--- src/rtl/id_ex_stage.sv ---
// ID/EX pipeline register: captures one decoded instruction per cycle for the ALU and EX/MEM,
// inserts a one-cycle bubble on a load-use hazard, and honours external stall and flush.
module id_ex_stage #(
   parameter int BUBBLE_CNT_W = 16
) (
   input  logic                    Clk,
   input  logic                    Reset,
   input  logic                    ID_Valid,
   input  logic [5:0]              ID_ALUControl,
   input  logic [31:0]             ID_ReadData1,
   input  logic [31:0]             ID_ReadData2,
   input  logic [31:0]             ID_Imm,
   input  logic [4:0]              ID_Rs,
   input  logic [4:0]              ID_Rt,
   input  logic [4:0]              ID_Rd,
   input  logic                    ID_UsesRt,
   input  logic                    ID_RegWrite,
   input  logic                    ID_MemRead,
   input  logic                    ID_MemWrite,
   input  logic                    ID_MemToReg,
   input  logic                    ID_RegDst,
   input  logic                    ID_ALUSrc,
   input  logic [31:0]             ID_PCPlus4,
   input  logic                    Stall,
   input  logic                    Flush,
   output logic                    EX_Valid,
   output logic [5:0]              EX_ALUControl,
   output logic [31:0]             EX_ReadData1,
   output logic [31:0]             EX_ReadData2,
   output logic [31:0]             EX_Imm,
   output logic [4:0]              EX_Rs,
   output logic [4:0]              EX_Rt,
   output logic [4:0]              EX_Rd,
   output logic                    EX_UsesRt,
   output logic                    EX_RegWrite,
   output logic                    EX_MemRead,
   output logic                    EX_MemWrite,
   output logic                    EX_MemToReg,
   output logic                    EX_RegDst,
   output logic                    EX_ALUSrc,
   output logic [31:0]             EX_PCPlus4,
   output logic                    HazardStall,
   output logic [BUBBLE_CNT_W-1:0] BubbleCount
);

   localparam logic [BUBBLE_CNT_W-1:0] CNT_ONE = {{(BUBBLE_CNT_W-1){1'b0}}, 1'b1};

   logic load_bubble;
   logic load_id;
   logic count_bubble;

   // A load in EX whose destination is a source of the instruction in ID cannot forward in time.
   assign HazardStall = EX_Valid & EX_MemRead & ID_Valid & (EX_Rt != 5'd0) &
                        ((EX_Rt == ID_Rs) | (ID_UsesRt & (EX_Rt == ID_Rt)));

   // Priority: Flush > Stall > HazardStall > normal load. Upstream must hold ID while HazardStall=1.
   assign load_bubble  = Flush | (~Stall & HazardStall);
   assign load_id      = ~Flush & ~Stall & ~HazardStall;
   assign count_bubble = ~Flush & ~Stall & HazardStall & (BubbleCount != '1);

   always_ff @(posedge Clk or negedge Reset) begin
      if (!Reset) begin
         EX_Valid      <= 1'b0;
         EX_ALUControl <= '0;
         EX_ReadData1  <= '0;
         EX_ReadData2  <= '0;
         EX_Imm        <= '0;
         EX_Rs         <= '0;
         EX_Rt         <= '0;
         EX_Rd         <= '0;
         EX_UsesRt     <= 1'b0;
         EX_RegWrite   <= 1'b0;
         EX_MemRead    <= 1'b0;
         EX_MemWrite   <= 1'b0;
         EX_MemToReg   <= 1'b0;
         EX_RegDst     <= 1'b0;
         EX_ALUSrc     <= 1'b0;
         EX_PCPlus4    <= '0;
      end else if (load_bubble) begin
         EX_Valid      <= 1'b0;
         EX_ALUControl <= '0;
         EX_ReadData1  <= '0;
         EX_ReadData2  <= '0;
         EX_Imm        <= '0;
         EX_Rs         <= '0;
         EX_Rt         <= '0;
         EX_Rd         <= '0;
         EX_UsesRt     <= 1'b0;
         EX_RegWrite   <= 1'b0;
         EX_MemRead    <= 1'b0;
         EX_MemWrite   <= 1'b0;
         EX_MemToReg   <= 1'b0;
         EX_RegDst     <= 1'b0;
         EX_ALUSrc     <= 1'b0;
         EX_PCPlus4    <= '0;
      end else if (load_id) begin
         EX_Valid      <= ID_Valid;
         EX_ALUControl <= ID_ALUControl;
         EX_ReadData1  <= ID_ReadData1;
         EX_ReadData2  <= ID_ReadData2;
         EX_Imm        <= ID_Imm;
         EX_Rs         <= ID_Rs;
         EX_Rt         <= ID_Rt;
         EX_Rd         <= ID_Rd;
         EX_UsesRt     <= ID_UsesRt;
         EX_RegWrite   <= ID_RegWrite;
         EX_MemRead    <= ID_MemRead;
         EX_MemWrite   <= ID_MemWrite;
         EX_MemToReg   <= ID_MemToReg;
         EX_RegDst     <= ID_RegDst;
         EX_ALUSrc     <= ID_ALUSrc;
         EX_PCPlus4    <= ID_PCPlus4;
      end
   end

   // Counts only hazard bubbles; flush bubbles are squashes, not load-use cost.
   always_ff @(posedge Clk or negedge Reset) begin
      if (!Reset) begin
         BubbleCount <= '0;
      end else if (count_bubble) begin
         BubbleCount <= BubbleCount + CNT_ONE;
      end
   end

endmodule
--- config.mk ---
export PLATFORM = sky130hd
export DESIGN_NAME = id_ex_stage
export DESIGN_NICKNAME = d
export VERILOG_FILES = /design/src/rtl/id_ex_stage.sv
export SDC_FILE = /design/constraint.sdc
export NUM_CORES = 1
export LEC_CHECK = 0
export BUFFER_PORTS_ARGS = -buffer_cell sky130_fd_sc_hd__clkbuf_2
export CAP_MARGIN = 15
export CORE_ASPECT_RATIO = 0.9
export CORE_MARGIN = 5
export CORE_UTILIZATION = 30
export DETAILED_ROUTE_END_ITERATION = 10
export RECOVER_POWER = 100
export SYNTH_ARGS = -nofsm -noshare
export SYNTH_HDL_FRONTEND = slang
export SYNTH_SLANG_ARGS = --single-unit
--- constraint.sdc ---
create_clock -name Clk -period 2.14 [get_ports Clk]
set_clock_uncertainty 0.05 [all_clocks]
set_input_delay 0 -clock Clk [delete_from_list [all_inputs] [get_ports Clk]]
set_output_delay 0 -clock Clk [all_outputs]
set_load 0.1 [all_outputs]
# Yosys cells after proc, flatten, opt, wreduce, memory -nomap -nowiden
# Cells that the tools add are included.
dict set report classes {
  add_sub_neg 1
  eq_ne 3
  n_mux 32
  bitwise 15
  n_reduce_logical 2
}
# operator count
set ops {}
lappend ops {{32-bit two-way mux} 8}
lappend ops {{5-bit two-way mux} 6}
lappend ops {{16-bit by 1-bit adder with 16-bit output (second input constant)} 1}
lappend ops {{1-bit two-way mux} 16}
lappend ops {{16-bit != test (second input constant)} 1}
lappend ops {{6-bit two-way mux} 2}
lappend ops {{1-bit AND} 10}
lappend ops {{5-bit == test} 2}
lappend ops {{5-bit nonzero test} 1}
lappend ops {{1-bit NOT} 3}
lappend ops {{1-bit OR} 2}
lappend ops {{2-bit nonzero test} 1}
dict set report totals {
  ff_bits 173
  in_bits 161
  output_inout_bits 174
  wordCells 70
}

# Depth between registers and ports, before layout
# Gate-level depths: netlist (run 1).
dict set report depth {
  ltp_word 8
  ltp_mapped 8
}

# Worst setup path before layout (run 1)
# No wires, ideal clock.
dict set report synth_path {
  path_kind {reg2reg}
  startpoint {register EX_Rt[3]}
  endpoint {register EX_MemRead}
  setup_time_ns 0.156
  t_arrival_ns 2.689
  path_slack_ns -0.755
  path_stages_with_launch 9
  cell_sequence {dfrtp_1 > xor2_1 > nor4_2 > a32oi_2 > nand2b_1 > buf_2 > inv_2 > buf_2 > o22ai_1}
}
dict set report synth_via {
  elab_chain_len 7
  word_cells_on_any_way 13
}
# item line_no
set synth_lines {}
lappend synth_lines {{start: declaration} 32} ;# output logic [4:0] EX_Rt,
lappend synth_lines {{start signal: assignment} 103} ;# EX_Rt <= ID_Rt;
lappend synth_lines {{5-bit == test} 54} ;# ((EX_Rt == ID_Rs) | (ID_UsesRt & (EX_Rt == ID_Rt)));
lappend synth_lines {{1-bit AND} 54}
lappend synth_lines {{1-bit OR} 54}
lappend synth_lines {{1-bit AND *} 53} ;# assign HazardStall = EX_Valid & EX_MemRead & ID_Valid & (EX_Rt != 5'd0) &
lappend synth_lines {{named net HazardStall} 42} ;# output logic HazardStall,
lappend synth_lines {{1-bit AND / 1-bit NOT (equally long branches)} {57, 58}}
lappend synth_lines {{1-bit OR / 1-bit AND (equally long branches)} {57, 58}}
lappend synth_lines {{1-bit two-way mux / 2-bit nonzero test (equally long branches)} -}
lappend synth_lines {{end signal: assignment} 107} ;# EX_MemRead <= ID_MemRead;
lappend synth_lines {{end: declaration} 36} ;# output logic EX_MemRead,
# The timed path passes the listed nets; every way through them passes the cells marked *.
# A chain may end at the register's enable or synchronous reset.

# Worst setup path after layout (run 1)
dict set report layout_path {
  startpoint {register EX_Rt[2]}
  endpoint {register EX_ReadData2[30]}
}
dict set report layout_via {
  elab_chain_len 7
  word_cells_on_any_way 13
}
# item line_no
set layout_lines {}
lappend layout_lines {{5-bit == test} 54}
lappend layout_lines {{1-bit AND} 54}
lappend layout_lines {{1-bit OR} 54}
lappend layout_lines {{1-bit AND *} 53}
lappend layout_lines {{1-bit AND / 1-bit NOT (equally long branches)} {57, 58}}
lappend layout_lines {{1-bit OR / 1-bit AND (equally long branches)} {57, 58}}
lappend layout_lines {{32-bit two-way mux / 2-bit nonzero test (equally long branches)} -}
lappend layout_lines {{end signal: assignment} 100} ;# EX_ReadData2 <= ID_ReadData2;
lappend layout_lines {{end: declaration} 29} ;# output logic [31:0] EX_ReadData2,
# Every way passes the cells marked *; elsewhere a longest branch is shown, timed or not.

==> summary.md, run 1 <==
| Metric | Value |
|---|---|
| DP Wirelength | roughly 15000 um |
| Hold WC Path Type | input pin to asynchronous set/reset pin |
| Mapped Nets | 658 |
| Main combinational cell family by area after synthesis | compound AO/OA/AOI/OAI gates |
| Vias | roughly 6.5k |
| Kind of critical path | flop to flop |
| Total gr overflow | 0 |
| Yosys reg bits | between 150 and 200 |
| Fmax | roughly 470 MHz |
| # IOs | ~340 |
| Vias in the first global route | just under 7k |
| Commonest cells after routing, fill and taps aside | 174 x clkbuf_1, 164 x clkbuf_2, 160 x dlygate4sd3_1 |
| Post-synth EDFFs | 0 |
| Final setup violation count | 0 |
| GRT Total Usage | 0.170 |
| Critical-path maximum fanout | 78 |
| Crit-path cells | xor2_2, nor4_2, a32oi_2, nand2b_4, buf_12, a32o_1 |
| Largest area contributor in the netlist | dfrtp_1 |
| CTS Buf Count | 17 |
| Area growth from synthesis to layout | 59.3% |
| Critical path arrival | about 2400 ps |
| Main synth FF type | dfrtp_1 |
| Post-synth design cell area | 0.00685 mm2 |
| Slowest stage delay, CP | 510 ps |
| Post-synth cell types | 36 |
| Global placer's final weighted congestion | a little under 0.8 |
| RSZ-0062 raised after global routing | true |
| Register area share after synthesis | 0.632 |
| Post-layout min period | ~2100 ps |
| Met2 WL | ~12000 um |
| First drt pass iteration count | 5 |
| Longest Clk Path Bufs | 2 |
| Post-detailed-route wirelength per cell | 17.8 um |
| Largest net degree at the start of global routing | 91 |
| CTS sink count | around 170 |
| Commonest non-fill, non-tap cell in the layout | clkbuf_1 |
| Post-route ant nets | 0 |
| Diode count | 0 |
| Cells after Synth | approximately 500 |
| # port buffers | roughly 330 |
| DR vias/cell | approximately 5.0 |
| Ys Warns | 0 |
| Compound-gate portion of the synthesized area | 0.235 |
| Die Y | 153 um |
| Layout Nets | between 1k and 1.5k |
| Largest cells by area after synthesis | dfrtp_1 63%, a32o_1 21%, xor2_1 2.8%, clkbuf_1 2.1%, buf_6 1.2% |
| Die width | roughly 170 um |
| Metal3 WL | 1490 um |
| H-tree depth | 4 |
| Total routed wirelength | 22800 um |
| DRC viols | 0 |
| Fin util | 0.485 |
| Required time of the critical path | between 2000 and 2500 ps |
| RR Startpoint | EX_Rt[2] |
| Clock root buffer | clkbuf_16 |
| Core box area | 0.0225 mm2 |
| Rows | 52 |
| Final period utilization | 1.00 |
| Die area | between 0.02 and 0.03 mm2 |
| Met1 wire length | about 8900 um |
| Synth Area in Simple Gates | 0.0559 |
| Worst path slowest cell | dfrtp_4 |
| Xor/xnor cell area share of the yosys netlist | 0.0307 |
| Initial antenna violation count | 0 |
| Pins Over Slew Limit | 0 |
| Dominant delay contributor by cell family on the critical path | simple AND/OR/NAND/NOR gates |
| Post-synth ARST share | 1.00 |
| CTS tree | yes |
| Clock latency at the later pin of the worst-skew pair | 420 ps |
| Pwr dens | 803 mW/mm2 |
| Top Layer Used | met4 |
| Initial DRC count | between 400 and 500 |
| Layout cell share with drive strength beyond 1 | 0.261 |
| Leak Pwr | between 4 and 5 nW |
| Max_cap viols | 0 |
| Starting density of the core | 0.304 |
| Worst vdd ir | around 0.40 mV |
| Critical Path Sink Type | flop |
| Mux share of post-synthesis cell area | 0.00164 |
| Hold slack final | 84.2 ps |
| Synth Area in Adders | 0.00183 |
| Synth top area share | 0.632 |
| Clk pin slew, worst setup/hold paths | 70 ps |
| Worst setup SP type | flop |
| First-pass GRT wire length | about 36000 um |
| Buf/Inv on CP | 1 |
| Run status | finished, final reports clean |
| Slew @ Worst Pin | about 1200 ps |
| Critical Path Source | EX_Rt[2] |
| Fin. Hold Viols | 0 |
| Syn Area/Cell | approximately 14 um2 |
| Final setup TNS | 0 ps |
| Relative slew slack | 0.174 |
==> through the flow <==
stage / setup slack [ps] / total power [W] / std cells / instance area [um2]
finish: 0.889 / 0.00876 / 1283 / 10900
detailed placement: 78.3 / 0.00563 / 1090 / 8960
global placement: 105 / 0.00562 / 1090 / 8960
CTS: 12.3 / 0.00892 / 1283 / 11100
global route: -89.9 / 0.00909 / 1283 / 10900
floorplan: -102 / 0.00509 / 496 / 6930
==> worst paths after layout <==
path                       cells after the start                to  slack [ps]
max                                            6  EX_ReadData2[30]         0.9
min in group Clk                               3  EX_ReadData1[11]         310
max reg2reg                                    6  EX_ReadData2[30]         0.9
min reg2reg                                    2          EX_Rs[2]         430
min                                            2  EX_ALUControl[5]          80
max in group asynchronous                      3    EX_PCPlus4[24]         680
==> cell families (layout without fill, tap and decap cells) <==
logic type,Yosys count,in the layout
compound gates,164,164
xor+xnor,24,24
fa+ha+maj,1,1
buf+inv,62,552
flops,173,173
mux,1,1
simple gates,71,71
==> synthesized netlist by cell type, types with 2 or more instances <==
cell      instances
clkbuf_1         38
or2_2             2
nor4_1            3
o22ai_1           7
nand3_1           7
inv_1             6
or3b_2            6
dfrtp_1         173
buf_2            10
or3_1             2
nand4_1           5
and4_1            2
nand2_1          20
xnor2_1           2
and3_1            3
nor2_1            7
xor2_1           22
o41ai_1           4
buf_6             7
a32o_1          144
o41ai_2           2
nor3_1           10
==> power breakdown <==
part	leakage (nW)	switching (W)	internal [W]	total (W)
Sequential	2.28	0.000100	0.00344	0.00354
Clock	0.277	0.00143	0.00158	0.00301
Combinational	2.33	0.00168	0.000530	0.00221
==> per-layer routing <==
layer,vias to the layer above,GRT usage
met5,-,0
met4,0,0.0583
met3,39,0.0452
met2,242,0.297
met1,3235,0.202
li1,2935,-
==> state kept, by name, summed over array words and instances (netlist names), 5 cells and up <==
name and cells:
EX_ReadData1 32, BubbleCount 16, EX_Rt 5, EX_PCPlus4 32, EX_Rd 5, EX_Imm 32, EX_Rs 5, EX_ReadData2 32
EX_ALUControl 6
==> cell type report <==
type                            count  area [um2]
Fill cell                        2100       11600
Sequential cell                   173        4370
Timing Repair Buffer              513        3280
Multi-Input combinational cell    261        2290
Clock buffer                       19         443
Tap cell                          297         372
Clock inverter                     13         123
Inverter                            7        33.8
==> what timing repair did <==
action	in CTS	in global routing
hold buffers	160	0
gates resized for setup	3	6
setup buffers	1	0
endpoints found under the setup margin	1	151
cloned	0	0
hold endpoints to repair	292	0
No activity file was read; power rests on OpenSTA's default activity.
==> inputs of run 2 (changes only) <==
SETUP_SLACK_MARGIN = 0.2   (was not set)
==> summary.md, run 2 (same netlist as run 1, synthesis figures left out) <==
| Metric | Value |
|---|---|
| Run status | finished, violations left |
| Failing checks | setup timing |
| Slowest stage delay, CP | slightly above 500 ps |
| Sw Ratio | 0.367 |
| Relative slew slack | 0.165 |
| Clock power share | 0.353 |
| Rows | 52 |
| Initial DRC count | approximately 550 |
| DR vias/cell | around 5 |
| Top Layer Used | met4 |
| Layout cell share with drive strength beyond 1 | 0.285 |
| Total gr overflow | 0 |
| Worst vdd ir | 0.485 mV |
| Inst Count DP | between 1k and 1.5k |
| Vias | approximately 6.5k |
| Register share of total power | 0.395 |
| Logic gate share of total power | 0.252 |
| Final worst slack | -3.55 ps |
| H-tree depth | 4 |
| Placed instance area | 0.00896 mm2 |
| Met1 wire length | between 9000 and 10000 um |
| First-pass GRT wire length | approximately 38000 um |
| Critical-path maximum fanout | 5 |
| First drt pass iteration count | 5 |
| Sw power | around 0.0033 W |
| Commonest non-fill, non-tap cell in the layout | clkbuf_1 |
| Hold WC Path Type | input pin to flop |
| Slew @ Worst Pin | 1260 ps |
| RSZ-0062 raised after global routing | true |
| Post-detailed-route wirelength per cell | 18.5 um |
| Die width | ~170 um |
| Fmax | around 470 MHz |
| Core box area | 0.0225 mm2 |
| Area growth from synthesis to layout | 64.4% |
| Die area | roughly 0.026 mm2 |
| Die Y | roughly 150 um |
| Met2 WL | roughly 12000 um |
| Pins Over Slew Limit | 0 |
| CTS Buf Count | 17 |
| Final Instance Area | between 0.01 and 0.015 mm2 |
| Total routed wirelength | between 20000 and 25000 um |
| Clock latency at the later pin of the worst-skew pair | around 430 ps |
| DP Wirelength | roughly 15000 um |
| Worst path slowest cell | dfrtp_4 |
| Pwr dens | approximately 800 mW/mm2 |
| # port buffers | approximately 330 |
| Final period utilization | 1.00 |
| Vias in the first global route | between 6k and 7k |
| Post-route ant nets | 0 |
| Dominant delay contributor by cell family on the critical path | simple AND/OR/NAND/NOR gates |
| DRC viols | 0 |
| Buf/Inv on CP | 1 |
| Starting density of the core | 0.304 |
| Clk pin slew, worst setup/hold paths | 80 ps |
| Largest net degree at the start of global routing | 79 |
| Fin util | 0.501 |
| Final setup violation count | 1 |
| Commonest cells after routing, fill and taps aside | 171 x clkbuf_1, 162 x dlygate4sd3_1, 162 x clkbuf_2 |
| Initial antenna violation count | 1 |
| Metal3 WL | 1500 um |
| # IOs | 335 |
| CTS sink count | between 150 and 200 |
| Post-layout min period | approximately 2100 ps |
| Global placer's final weighted congestion | 0.814 |
| CTS tree | yes |
| Required time of the critical path | between 2000 and 2500 ps |
| Crit-path cells | xor2_2, nor4_2, a32oi_2, buf_4, or3_4, mux2_2 |
| GRT Total Usage | 0.179 |
| Clock root buffer | clkbuf_16 |
| Layout Cells excl Fill | about 1.3k |
| Worst setup SP type | flop |
| Kind of critical path | flop to flop |
| P_int | between 0.005 and 0.006 W |
| Critical path arrival | around 2400 ps |
| Critical Path Sink Type | flop |
| Longest Clk Path Bufs | 2 |
| Fin. Hold Viols | 0 |
| Leak Pwr | 5.14 nW |
| Max_cap viols | 0 |
| Layout Nets | between 1k and 1.5k |
[run 2: worst register-to-register path: cells and delay by family (launching register included)]
kind                      cells  cell delay [ps]
muxes                         1              270
DFF                           1              510
AOI/OAI and AO/OA             1              160
buffers and inverters         1              170
xor gates and xnor gates      1              160
and+or+nand+nor               2              690
[run 2: final timing paths]
check                                   end  cells past startpoint            start  slack [ps]
max                          BubbleCount[1]                      6         EX_Rt[2]          -4
min                         EX_ReadData1[0]                      3  ID_ReadData1[0]         300
max reg2reg                  BubbleCount[1]                      6         EX_Rt[2]          -4
min reg2reg                 BubbleCount[10]                      1  BubbleCount[10]         430
max in group asynchronous    BubbleCount[1]                      4            Reset         340
min in group asynchronous  EX_ReadData1[23]                      3            Reset         510
[run 2: what timing repair did]
item / CTS / global route
setup endpoints to repair: 168 / 174
endpoints found under the hold margin: 330 / 0
hold buffers: 162 / 0
cloned: 1 / 0
pin swaps: 15 / 15
setup buffers: 3 / 2
resized for setup: 25 / 20
[run 2: stage by stage]
step | total power (W) | TNS, ps | setup slack [ps] | hold slack [ps]
after global placement | 0.00562 | 0 | 71.8 | -111
after detailed placement | 0.00563 | 0 | 44.4 | -112
final | 0.00895 | -3.55 | -3.55 | 302
after global routing | 0.00929 | -2710 | -78.9 | 305
after CTS | 0.00908 | -113 | -39.8 | 284
after floorplan | 0.00510 | -9370 | -102 | -346
[run 2: power by group through the flow]
stage | Sequential [W] | Clock [W] | Combinational, W
5_1_grt | 0.00356 | 0.00339 | 0.00235
2_1_floorplan | 0.00482 | 0 | 0.000278
6_report | 0.00353 | 0.00316 | 0.00226
4_1_cts | 0.00353 | 0.00325 | 0.00229
3_5_place_dp | 0.00360 | 0 | 0.00203
3_3_place_gp | 0.00359 | 0 | 0.00203
[run 2: final cells by class]
cell class	instances	area, um2
clock buffer	17	425
multi-input combinational	261	2480
tap	297	372
antenna	1	2.50
inverter	7	33.8
sequential	173	4370
timing repair buffer	519	3400
fill	2081	11200
clock inverter	15	173
[run 2: layer usage]
layer | up-vias | global-route usage
met2 | 271 | 0.306
met4 | 0 | 0.0820
met1 | 3260 | 0.213
met5 | - | 0
li1 | 2958 | -
met3 | 58 | 0.0424
==> inputs of run 3 (changes only) <==
CORE_UTILIZATION = 42   (was 30)
PLACE_DENSITY = 0.79   (was not set)
==> summary.md, run 3 (same netlist as run 1, synthesis figures left out) <==
| Metric | Value |
|---|---|
| First-pass GRT wire length | about 38000 um |
| Critical-path maximum fanout | 69 |
| Max_cap viols | 0 |
| Fin. Hold Viols | 0 |
| Critical Path Sink Type | flop |
| Post-route ant nets | 0 |
| Post-layout min period | 2130 ps |
| Clk pin slew, worst setup/hold paths | 70 ps |
| Crit-path cells | xor2_2, nor4_2, a32oi_2, nand2b_4, buf_12, a32o_1 |
| Die width | around 140 um |
| Hold slack final | about 140 ps |
| Worst R2R Path Depth | 6 |
| GRT Total Usage | 0.253 |
| Pwr Total | ~0.0088 W |
| Core box area | 0.0161 mm2 |
| Initial DRC count | between 400 and 500 |
| Post-detailed-route wirelength per cell | ~21 um |
| Buf/Inv on CP | 1 |
| Total routed wirelength | 24700 um |
| Starting density of the core | 0.426 |
| Vias in the first global route | between 7k and 8k |
| Area growth from synthesis to layout | 59.3% |
| Worst path slowest cell | dfrtp_4 |
| Relative slew slack | 0.175 |
| H-tree depth | 4 |
| # IOs | between 300 and 400 |
| Die Y | 131 um |
| Layout Nets | about 1.1k |
| Commonest non-fill, non-tap cell in the layout | clkbuf_1 |
| Worst setup SP type | flop |
| Critical path arrival | about 2400 ps |
| Longest Clk Path Bufs | 2 |
| RSZ-0062 raised after global routing | true |
| Pwr dens | 802 mW/mm2 |
| Pins Over Slew Limit | 0 |
| Run status | finished, final reports clean |
| # port buffers | around 330 |
| DRC viols | 0 |
| First drt pass iteration count | 5 |
| Clock latency at the later pin of the worst-skew pair | 420 ps |
| Global placer's final weighted congestion | between 0.8 and 0.9 |
| CTS sink count | between 150 and 200 |
| Required time of the critical path | around 2400 ps |
| DR vias/cell | around 5.6 |
| Rows | 44 |
| Number of cells on the critical path | 6 |
| Layout cell share with drive strength beyond 1 | 0.273 |
| WHS Path Cells | 2 |
| Final setup violation count | 0 |
| CTS tree | yes |
| Worst vdd ir | around 0.71 mV |
| Kind of critical path | flop to flop |
| DP Wirelength | 14200 um |
| CTS Buf Count | 17 |
| Final period utilization | 0.996 |
| Slowest stage delay, CP | about 500 ps |
| Dominant delay contributor by cell family on the critical path | simple AND/OR/NAND/NOR gates |
| Largest net degree at the start of global routing | between 80 and 90 |
| Slew @ Worst Pin | 1240 ps |
| Commonest cells after routing, fill and taps aside | 171 x clkbuf_1, 163 x clkbuf_2, 159 x dlygate4sd3_1 |
| Fmax | 469 MHz |
| Hold WC Path Type | input pin to flop |
| Initial antenna violation count | 3 |
| Clock root buffer | clkbuf_16 |
| Leak Pwr | 4.94 nW |
| Die area | 0.0190 mm2 |
| Vias | ~6.7k |
| Total gr overflow | 0 |
run 3: metal layers:
metal / global-route usage / part of all wire / routed length (um) / vias to the layer above
met5: 0 / 0 / 0 / -
met4: 0.119 / 0.037 / 923 / 0
met3: 0.0709 / 0.081 / 2010 / 79
met2: 0.432 / 0.52 / 12800 / 360
met1: 0.292 / 0.36 / 8930 / 3342
li1: - / - / - / 2965
run 3: worst paths after layout:
check                          from             end  slack (ps)
setup / recovery           EX_Rt[2]   EX_PCPlus4[5]          10
hold / removal                Flush       EX_UsesRt         140
setup reg to reg           EX_Rt[2]   EX_PCPlus4[5]          10
hold reg to reg            EX_Rs[4]        EX_Rs[4]         430
max in group asynchronous     Reset       EX_ALUSrc         360
min in group asynchronous     Reset  BubbleCount[2]         240
run 3: worst register-to-register path: stages, from the launching register on:
cell	delay [ps]
dfrtp_4	500
xor2_2	150
nor4_2	300
a32oi_2	190
nand2b_4	230
buf_12	220
a32o_1	380
run 3: final cells by class:
cell class | instances | area, um2
fillers | 1187 | 5160
flip-flops and latches | 173 | 4370
repair buffers | 518 | 3340
multi-input cells | 261 | 2340
clock buffers | 18 | 439
well taps | 207 | 259
clock inverters | 14 | 123
inverters | 7 | 33.8
diodes | 3 | 7.51
run 3: per-stage QoR:
step / util / instances / setup TNS [ps] / setup WS (ps) / instance area (um2)
CTS: 0.689 / 1194 / 0 / 50.6 / 11100
floorplan: - / 496 / -9370 / -102 / 6950
finish: 0.679 / 1201 / 0 / 9.61 / 10900
detailed placement: 0.551 / 1000 / 0 / 108 / 8860
global route: 0.679 / 1201 / -1710 / -69.3 / 10900
global placement: 0.551 / 1000 / 0 / 147 / 8860
run 3: power breakdown:
| group | leakage, nW | internal [W] | switching (W) |
|---|---|---|---|
| clock | 0.271 | 0.00156 | 0.00139 |
| sequential | 2.27 | 0.00344 | 0.000107 |
| combinational | 2.39 | 0.000540 | 0.00171 |
run 3: what timing repair did:
action	4_1_cts	5_1_grt
hold buffers	159	0
hold endpoints to repair	330	0
pin swaps	1	1
setup buffers	3	4
resized for setup	7	10
setup endpoints to repair	152	174
